[src/rtl/ebpc_blk_sched_if.sv]
// Stream bundle between the input port, the block scheduler and the encoder.
// The scheduler connects through the slave modport; the upstream/encoder side
// (or a bench) uses the master modport.
interface ebpc_blk_sched_if #(
  parameter int DATA_W          = 8,
  parameter int MAX_OUTSTANDING = 2
);
  localparam int OUT_W = $clog2(MAX_OUTSTANDING + 1);

  // Input side of the scheduler
  logic [DATA_W-1:0] data_i;
  logic              last_i;
  logic              vld_i;
  logic              rdy_o;

  // Encoder side of the scheduler
  logic [DATA_W-1:0] data_o;
  logic              vld_o;
  logic              rdy_i;
  logic              blk_last_o;
  logic              frm_last_o;
  logic              blk_done_i;

  // Status
  logic [OUT_W-1:0]  outstanding_o;
  logic              idle_o;
  logic              err_o;

  modport slave (
    input  data_i, last_i, vld_i, rdy_i, blk_done_i,
    output rdy_o, data_o, vld_o, blk_last_o, frm_last_o,
           outstanding_o, idle_o, err_o
  );

  modport master (
    output data_i, last_i, vld_i, rdy_i, blk_done_i,
    input  rdy_o, data_o, vld_o, blk_last_o, frm_last_o,
           outstanding_o, idle_o, err_o
  );
endinterface

[src/rtl/ebpc_blk_sched.sv]
// ebpc_blk_sched: splits the input word stream into BLOCK_SIZE-word blocks,
// tags block/frame ends and gates block starts on a credit count of blocks in
// flight (credits come back on the encoder's blk_done_i pulse).
// Optional feature macro: EBPC_BLK_SCHED_PAD_EN -- when defined, a partial
// final block is completed with zero words (PAD state); otherwise the final
// block is truncated at last_i.
// The interface instance must use the same DATA_W / MAX_OUTSTANDING values.
module ebpc_blk_sched #(
  parameter int BLOCK_SIZE      = 8,
  parameter int DATA_W          = 8,
  parameter int MAX_OUTSTANDING = 2
) (
  input  logic clk_i,
  input  logic rst_i,
  ebpc_blk_sched_if.slave bus
);
  localparam int CNT_W = $clog2(BLOCK_SIZE);
  localparam int OUT_W = $clog2(MAX_OUTSTANDING + 1);
  localparam logic [CNT_W-1:0] CNT_LAST = CNT_W'(BLOCK_SIZE - 1);
  localparam logic [OUT_W-1:0] OUT_MAX  = OUT_W'(MAX_OUTSTANDING);

  logic [CNT_W-1:0]  cnt_reg, cnt_next;
  logic [OUT_W-1:0]  out_reg, out_next;
  logic              err_reg, err_next;
  logic              go;
  logic              vld, rdy, hs, blk_last, frm_last, inc;
  logic [DATA_W-1:0] data;

`ifdef EBPC_BLK_SCHED_PAD_EN
  typedef enum logic {FILL, PAD} state_t;
  state_t state_reg, state_next;

  // State register; reset abandons any partial block or padding
  always_ff @(posedge clk_i or posedge rst_i) begin
    if (rst_i) state_reg <= FILL;
    else       state_reg <= state_next;
  end
`endif

  // Word counter, credit counter and sticky underflow flag
  always_ff @(posedge clk_i or posedge rst_i) begin
    if (rst_i) begin
      cnt_reg <= '0;
      out_reg <= '0;
      err_reg <= 1'b0;
    end else begin
      cnt_reg <= cnt_next;
      out_reg <= out_next;
      err_reg <= err_next;
    end
  end

  // A started block always finishes; a new block needs a free credit.
  // Built from registers only, so no loop through vld_i/rdy_i.
  assign go = (cnt_reg != '0) || (out_reg < OUT_MAX);

  // Datapath muxing, block/frame tagging and next-state logic
  always_comb begin
    vld      = bus.vld_i & go;
    rdy      = bus.rdy_i & go;
    data     = bus.data_i;
`ifdef EBPC_BLK_SCHED_PAD_EN
    blk_last = (cnt_reg == CNT_LAST);
    state_next = state_reg;
`else
    // Without padding the frame end closes the block early
    blk_last = (cnt_reg == CNT_LAST) | bus.last_i;
`endif
    frm_last = bus.last_i & blk_last;
    cnt_next = cnt_reg;

`ifdef EBPC_BLK_SCHED_PAD_EN
    if (state_reg == PAD) begin
      // Inject zeros until the block is full; input is held off meanwhile
      vld      = 1'b1;
      rdy      = 1'b0;
      data     = '0;
      frm_last = blk_last;
    end
`endif

    hs = vld & bus.rdy_i;
    if (hs) begin
      cnt_next = blk_last ? '0 : cnt_reg + 1'b1;
`ifdef EBPC_BLK_SCHED_PAD_EN
      if (state_reg == FILL && bus.last_i && !blk_last) state_next = PAD;
      if (state_reg == PAD && blk_last)                 state_next = FILL;
`endif
    end
  end

  // Credit accounting: a block leaves on its last-word handshake and returns
  // on blk_done_i; a done with nothing in flight is flagged, not counted
  always_comb begin
    inc      = hs & blk_last;
    out_next = out_reg;
    err_next = err_reg;
    if (inc && !bus.blk_done_i) begin
      out_next = out_reg + 1'b1;
    end else if (!inc && bus.blk_done_i) begin
      if (out_reg == '0) err_next = 1'b1;
      else               out_next = out_reg - 1'b1;
    end
  end

  assign bus.vld_o         = vld;
  assign bus.rdy_o         = rdy;
  assign bus.data_o        = data;
  assign bus.blk_last_o    = blk_last;
  assign bus.frm_last_o    = frm_last;
  assign bus.outstanding_o = out_reg;
  assign bus.err_o         = err_reg;
`ifdef EBPC_BLK_SCHED_PAD_EN
  assign bus.idle_o = (state_reg == FILL) && (cnt_reg == '0) && (out_reg == '0);
`else
  assign bus.idle_o = (cnt_reg == '0) && (out_reg == '0);
`endif
endmodule

[src/flat_wrapper.sv]
// flat-port wrapper written by rule: the top's interface ports become plain ports
module ebpc_blk_sched_flat 
#(
  parameter int BLOCK_SIZE      = 8,
  parameter int DATA_W          = 8,
  parameter int MAX_OUTSTANDING = 2
)
  (clk_i, rst_i, bus_data_i, bus_last_i, bus_vld_i, bus_rdy_i, bus_blk_done_i, bus_rdy_o, bus_data_o, bus_vld_o, bus_blk_last_o, bus_frm_last_o, bus_outstanding_o, bus_idle_o, bus_err_o);
  ebpc_blk_sched_if #(.DATA_W(DATA_W), .MAX_OUTSTANDING(MAX_OUTSTANDING)) bus_i ();
  input  logic clk_i;
  input  logic rst_i;
  input wire logic [$bits(bus_i.data_i)-1:0] bus_data_i;
  input wire logic [$bits(bus_i.last_i)-1:0] bus_last_i;
  input wire logic [$bits(bus_i.vld_i)-1:0] bus_vld_i;
  input wire logic [$bits(bus_i.rdy_i)-1:0] bus_rdy_i;
  input wire logic [$bits(bus_i.blk_done_i)-1:0] bus_blk_done_i;
  output wire logic [$bits(bus_i.rdy_o)-1:0] bus_rdy_o;
  output wire logic [$bits(bus_i.data_o)-1:0] bus_data_o;
  output wire logic [$bits(bus_i.vld_o)-1:0] bus_vld_o;
  output wire logic [$bits(bus_i.blk_last_o)-1:0] bus_blk_last_o;
  output wire logic [$bits(bus_i.frm_last_o)-1:0] bus_frm_last_o;
  output wire logic [$bits(bus_i.outstanding_o)-1:0] bus_outstanding_o;
  output wire logic [$bits(bus_i.idle_o)-1:0] bus_idle_o;
  output wire logic [$bits(bus_i.err_o)-1:0] bus_err_o;
  assign bus_i.data_i = bus_data_i;
  assign bus_i.last_i = bus_last_i;
  assign bus_i.vld_i = bus_vld_i;
  assign bus_i.rdy_i = bus_rdy_i;
  assign bus_i.blk_done_i = bus_blk_done_i;
  assign bus_rdy_o = bus_i.rdy_o;
  assign bus_data_o = bus_i.data_o;
  assign bus_vld_o = bus_i.vld_o;
  assign bus_blk_last_o = bus_i.blk_last_o;
  assign bus_frm_last_o = bus_i.frm_last_o;
  assign bus_outstanding_o = bus_i.outstanding_o;
  assign bus_idle_o = bus_i.idle_o;
  assign bus_err_o = bus_i.err_o;
  ebpc_blk_sched #(.BLOCK_SIZE(BLOCK_SIZE), .DATA_W(DATA_W), .MAX_OUTSTANDING(MAX_OUTSTANDING)) u_core (.clk_i(clk_i), .rst_i(rst_i), .bus(bus_i));
endmodule
[config.mk]
export PLATFORM = sky130hd
export DESIGN_NAME = ebpc_blk_sched_flat
export DESIGN_NICKNAME = d
export VERILOG_FILES = /design/src/rtl/ebpc_blk_sched_if.sv /design/src/rtl/ebpc_blk_sched.sv /design/src/flat_wrapper.sv
export SDC_FILE = /design/constraint.sdc
export NUM_CORES = 1
export LEC_CHECK = 0
export CAP_MARGIN = 20
export CORE_UTILIZATION = 35
export CTS_CLUSTER_DIAMETER = 150
export DETAILED_ROUTE_END_ITERATION = 16
export GPL_TIMING_DRIVEN = 0
export PLACE_DENSITY_LB_ADDON = 0.25
export RECOVER_POWER = 50
export SKIP_CTS_REPAIR_TIMING = 1
export SYNTH_ARGS = -nofsm -noshare
export SYNTH_HDL_FRONTEND = slang
export SYNTH_SLANG_ARGS = --single-unit
[constraint.sdc]
create_clock -name clk_i -period 2.14 [get_ports clk_i]
set_input_delay 0.428 -clock clk_i [delete_from_list [all_inputs] [get_ports clk_i]]
set_output_delay 0.428 -clock clk_i [all_outputs]
set_load 0.03 [all_outputs]
==> impl_results.md <==
- Fin worst setup slack: 228 ps
- RSZ-0062 raised after global routing: no
- Syn. warnings: 0
- Router iterations before antenna repair: 2
- Hold endpoint: u_core.bus.err_o$_DFFE_PP0P_
- Hold path startpoint: u_core.bus.err_o$_DFFE_PP0P_
- Commonest non-fill, non-tap cells in the layout: clkdlybuf4s50_1, buf_4, dlygate4sd3_1, dfrtp_1
- Worst-skew pair later-pin latency: 230 ps
- Vias per inst: 4.33
- Hold path cells: 1
- Die Height: 39 um
- Root buffer cell: clkbuf_4
- Setup-failing EPs final: 0
- Final instance area: 741 um2
- Total grt overflow: 0
- P per Cell Area: 577 mW/mm2
- Routed via count: 390
- Netlist area before placement: 479 um2
- Fin crit period: 1910 ps
- Largest net degree at the start of global routing: 9
- R2R Setup Slk: 230 ps
- Type of origin of the critical path: flip-flop
- CTS Buf Count: 3
- Crit path DAT: 2080 ps
- Worst Setup End Kind: flip-flop
- Die area: 0.00152 mm2
- Ant diodes: 0
- Yosys cell types: 21
- Max_cap viols: 0
- Gr usage total: 13.0%
- Reg2reg end: u_core.bus.outstanding_o[1]$_DFFE_PP0P_
- DRT iter0 DRCs: 3
- Reg2reg path depth: 10
- Net Count, Synth: 71
- Layout cells sized above 1: 19.7%
- Final Max Tran Viols: 0
- Die W: 39 um
- H-tree levels: 1
- Vias in the first global route: 366
- Status: finished, final reports clean
- Post-Syn Instances: 52
- Final hold viol count: 0
- Area Growth Syn to Fin: 54.6%
- HPWL Detailed: 682 um
- CTS max path bufs: 2
- Number of flip-flops in the largest register: 3
- Crit share post-route: 89.4%
- Crit path required time: 2310 ps
- Antenna violations before repair: 0
- Worst r2r src: u_core.cnt_reg[0]$_DFFE_PP0N_
- Row count: 12
- Maximum vdd drop: 308 uV
- Clock transition at path regs: 40 ps
- Starting density of the core: 40.4%
- Antenna-violating nets left: 0
- I/O Buffers: 21
- Worst-margin pin slew: 319 ps
- Leak: 0.395 nW
- Top-Level Pins: 30
- Residual DRC count: 0
- Commonest non-fill, non-tap cell in the layout: clkdlybuf4s50_1
- Placement Cell Area: 707 um2
- Routed wire length: 837 um
- Kind of critical path: flip-flop to flip-flop
- Core footprint: 0.00119 mm2
- First-pass GRT wire length: 1320 um
- Peak Freq: 523 MHz
- Slew HR: 78.7%
- Sinks on the clock net: 6
- Gpl congestion: 0.667
- Mean post-synth cell area: 9.22 um2
- Pre-CTS setup slack: -41.8 ps
- CTS tree: done
- Layout Nets: 97
- CP max FO: 5
- Skew final: 0.239 ps
- Setup TNS: 0 ps
- Seq/Total Area, Yosys: 31.3%
- Hold Path Class: flip-flop to flip-flop
- #FFs+latches synth: 6
- Avg WL per Cell: 9.30 um
-- metal layers --
| metal | vias to the layer above | share of wire (%) | track usage, % |
|---|---|---|---|
| met5 | - | 0 | 0 |
| met1 | 156 | 46 | 15.2 |
| met4 | 0 | 0 | 7.76 |
| met2 | 25 | 42 | 22.1 |
| li1 | 209 | - | - |
| met3 | 0 | 13 | 1.73 |
-- per-stage QoR --
step           hold WS, ps  instances  total power [mW]  util, %
2_1_floorplan          219         52             0.272        -
3_3_place_gp           455         87             0.339     59.6
3_5_place_dp           470         87             0.344     59.6
4_1_cts                397         90             0.446     61.5
5_1_grt                512         90             0.461     62.4
6_report               474         90             0.427     62.4
-- power breakdown --
group / total (mW) / internal, mW / switching (mW)
logic: 0.187 / 0.0905 / 0.0965
clock network: 0.0964 / 0.0629 / 0.0335
registers: 0.144 / 0.130 / 0.0133
total: 0.427 / 0.284 / 0.143
-- synth_stat cells --
cell      number  area share, %
a21boi_0       1            1.6
a31o_1         1            1.8
and2_1         3            3.9
and3_4         1            2.3
buf_4          8             13
buf_6          1            2.3
clkbuf_1       1           0.78
dfrtp_1        6             31
ha_1           5             13
inv_1          5            3.9
mux2_4         1            3.1
mux2i_1        1            2.1
nand2_1        5            3.9
nand3b_2       1            2.3
nor2_1         2            1.6
nor2b_1        2            2.6
nor3_1         1            1.0
nor3b_1        1            1.6
nor4b_1        2            3.7
o21ai_0        3            3.1
or2_1          1            1.3
-- worst max path at each step --
stage | from | end
6_report | u_core.cnt_reg[0]$_DFFE_PP0N_ | u_core.bus.outstanding_o[1]$_DFFE_PP0P_
5_1_grt | u_core.cnt_reg[0]$_DFFE_PP0N_ | u_core.bus.outstanding_o[1]$_DFFE_PP0P_
4_1_cts | u_core.cnt_reg[0]$_DFFE_PP0N_ | bus_idle_o
3_5_place_dp | bus_last_i | bus_blk_last_o
3_3_place_gp | bus_last_i | bus_blk_last_o
2_1_floorplan | u_core.bus.outstanding_o[0]$_DFFE_PP0P_ | bus_idle_o
-- worst max-delay path, stage by stage, from the launching register on --
cell and delay, ps:
dfrtp_1 400, inv_1 70, ha_1 180, nand3b_2 100, and3_4 190, buf_6 120, and2_1 130, ha_1 310
nor3b_1 180, o21ai_0 110, nand2_1 70
-- cells by family (layout without fill, tap and decap cells) --
logic type | count (synthesis) | in the layout | synth area share [%]
AO/OA/AOI/OAI | 5 | 5 | 6.53
adder cells (fa/ha/maj) | 5 | 5 | 13.1
buffers and inverters | 15 | 39 | 19.6
flip-flops | 6 | 6 | 31.3
multiplexers | 2 | 2 | 5.22
AND/OR/NAND/NOR | 19 | 19 | 24.3
-- final cells by class --
cell class | instances | area (um2)
clock buffer | 3 | 22.5
buffer | 10 | 75.1
multi-input combinational | 31 | 234
sequential | 6 | 150
fill | 118 | 445
tap | 14 | 17.5
inverter | 5 | 18.8
timing repair buffer | 21 | 223
No activity file was read; power rests on OpenSTA's default activity.
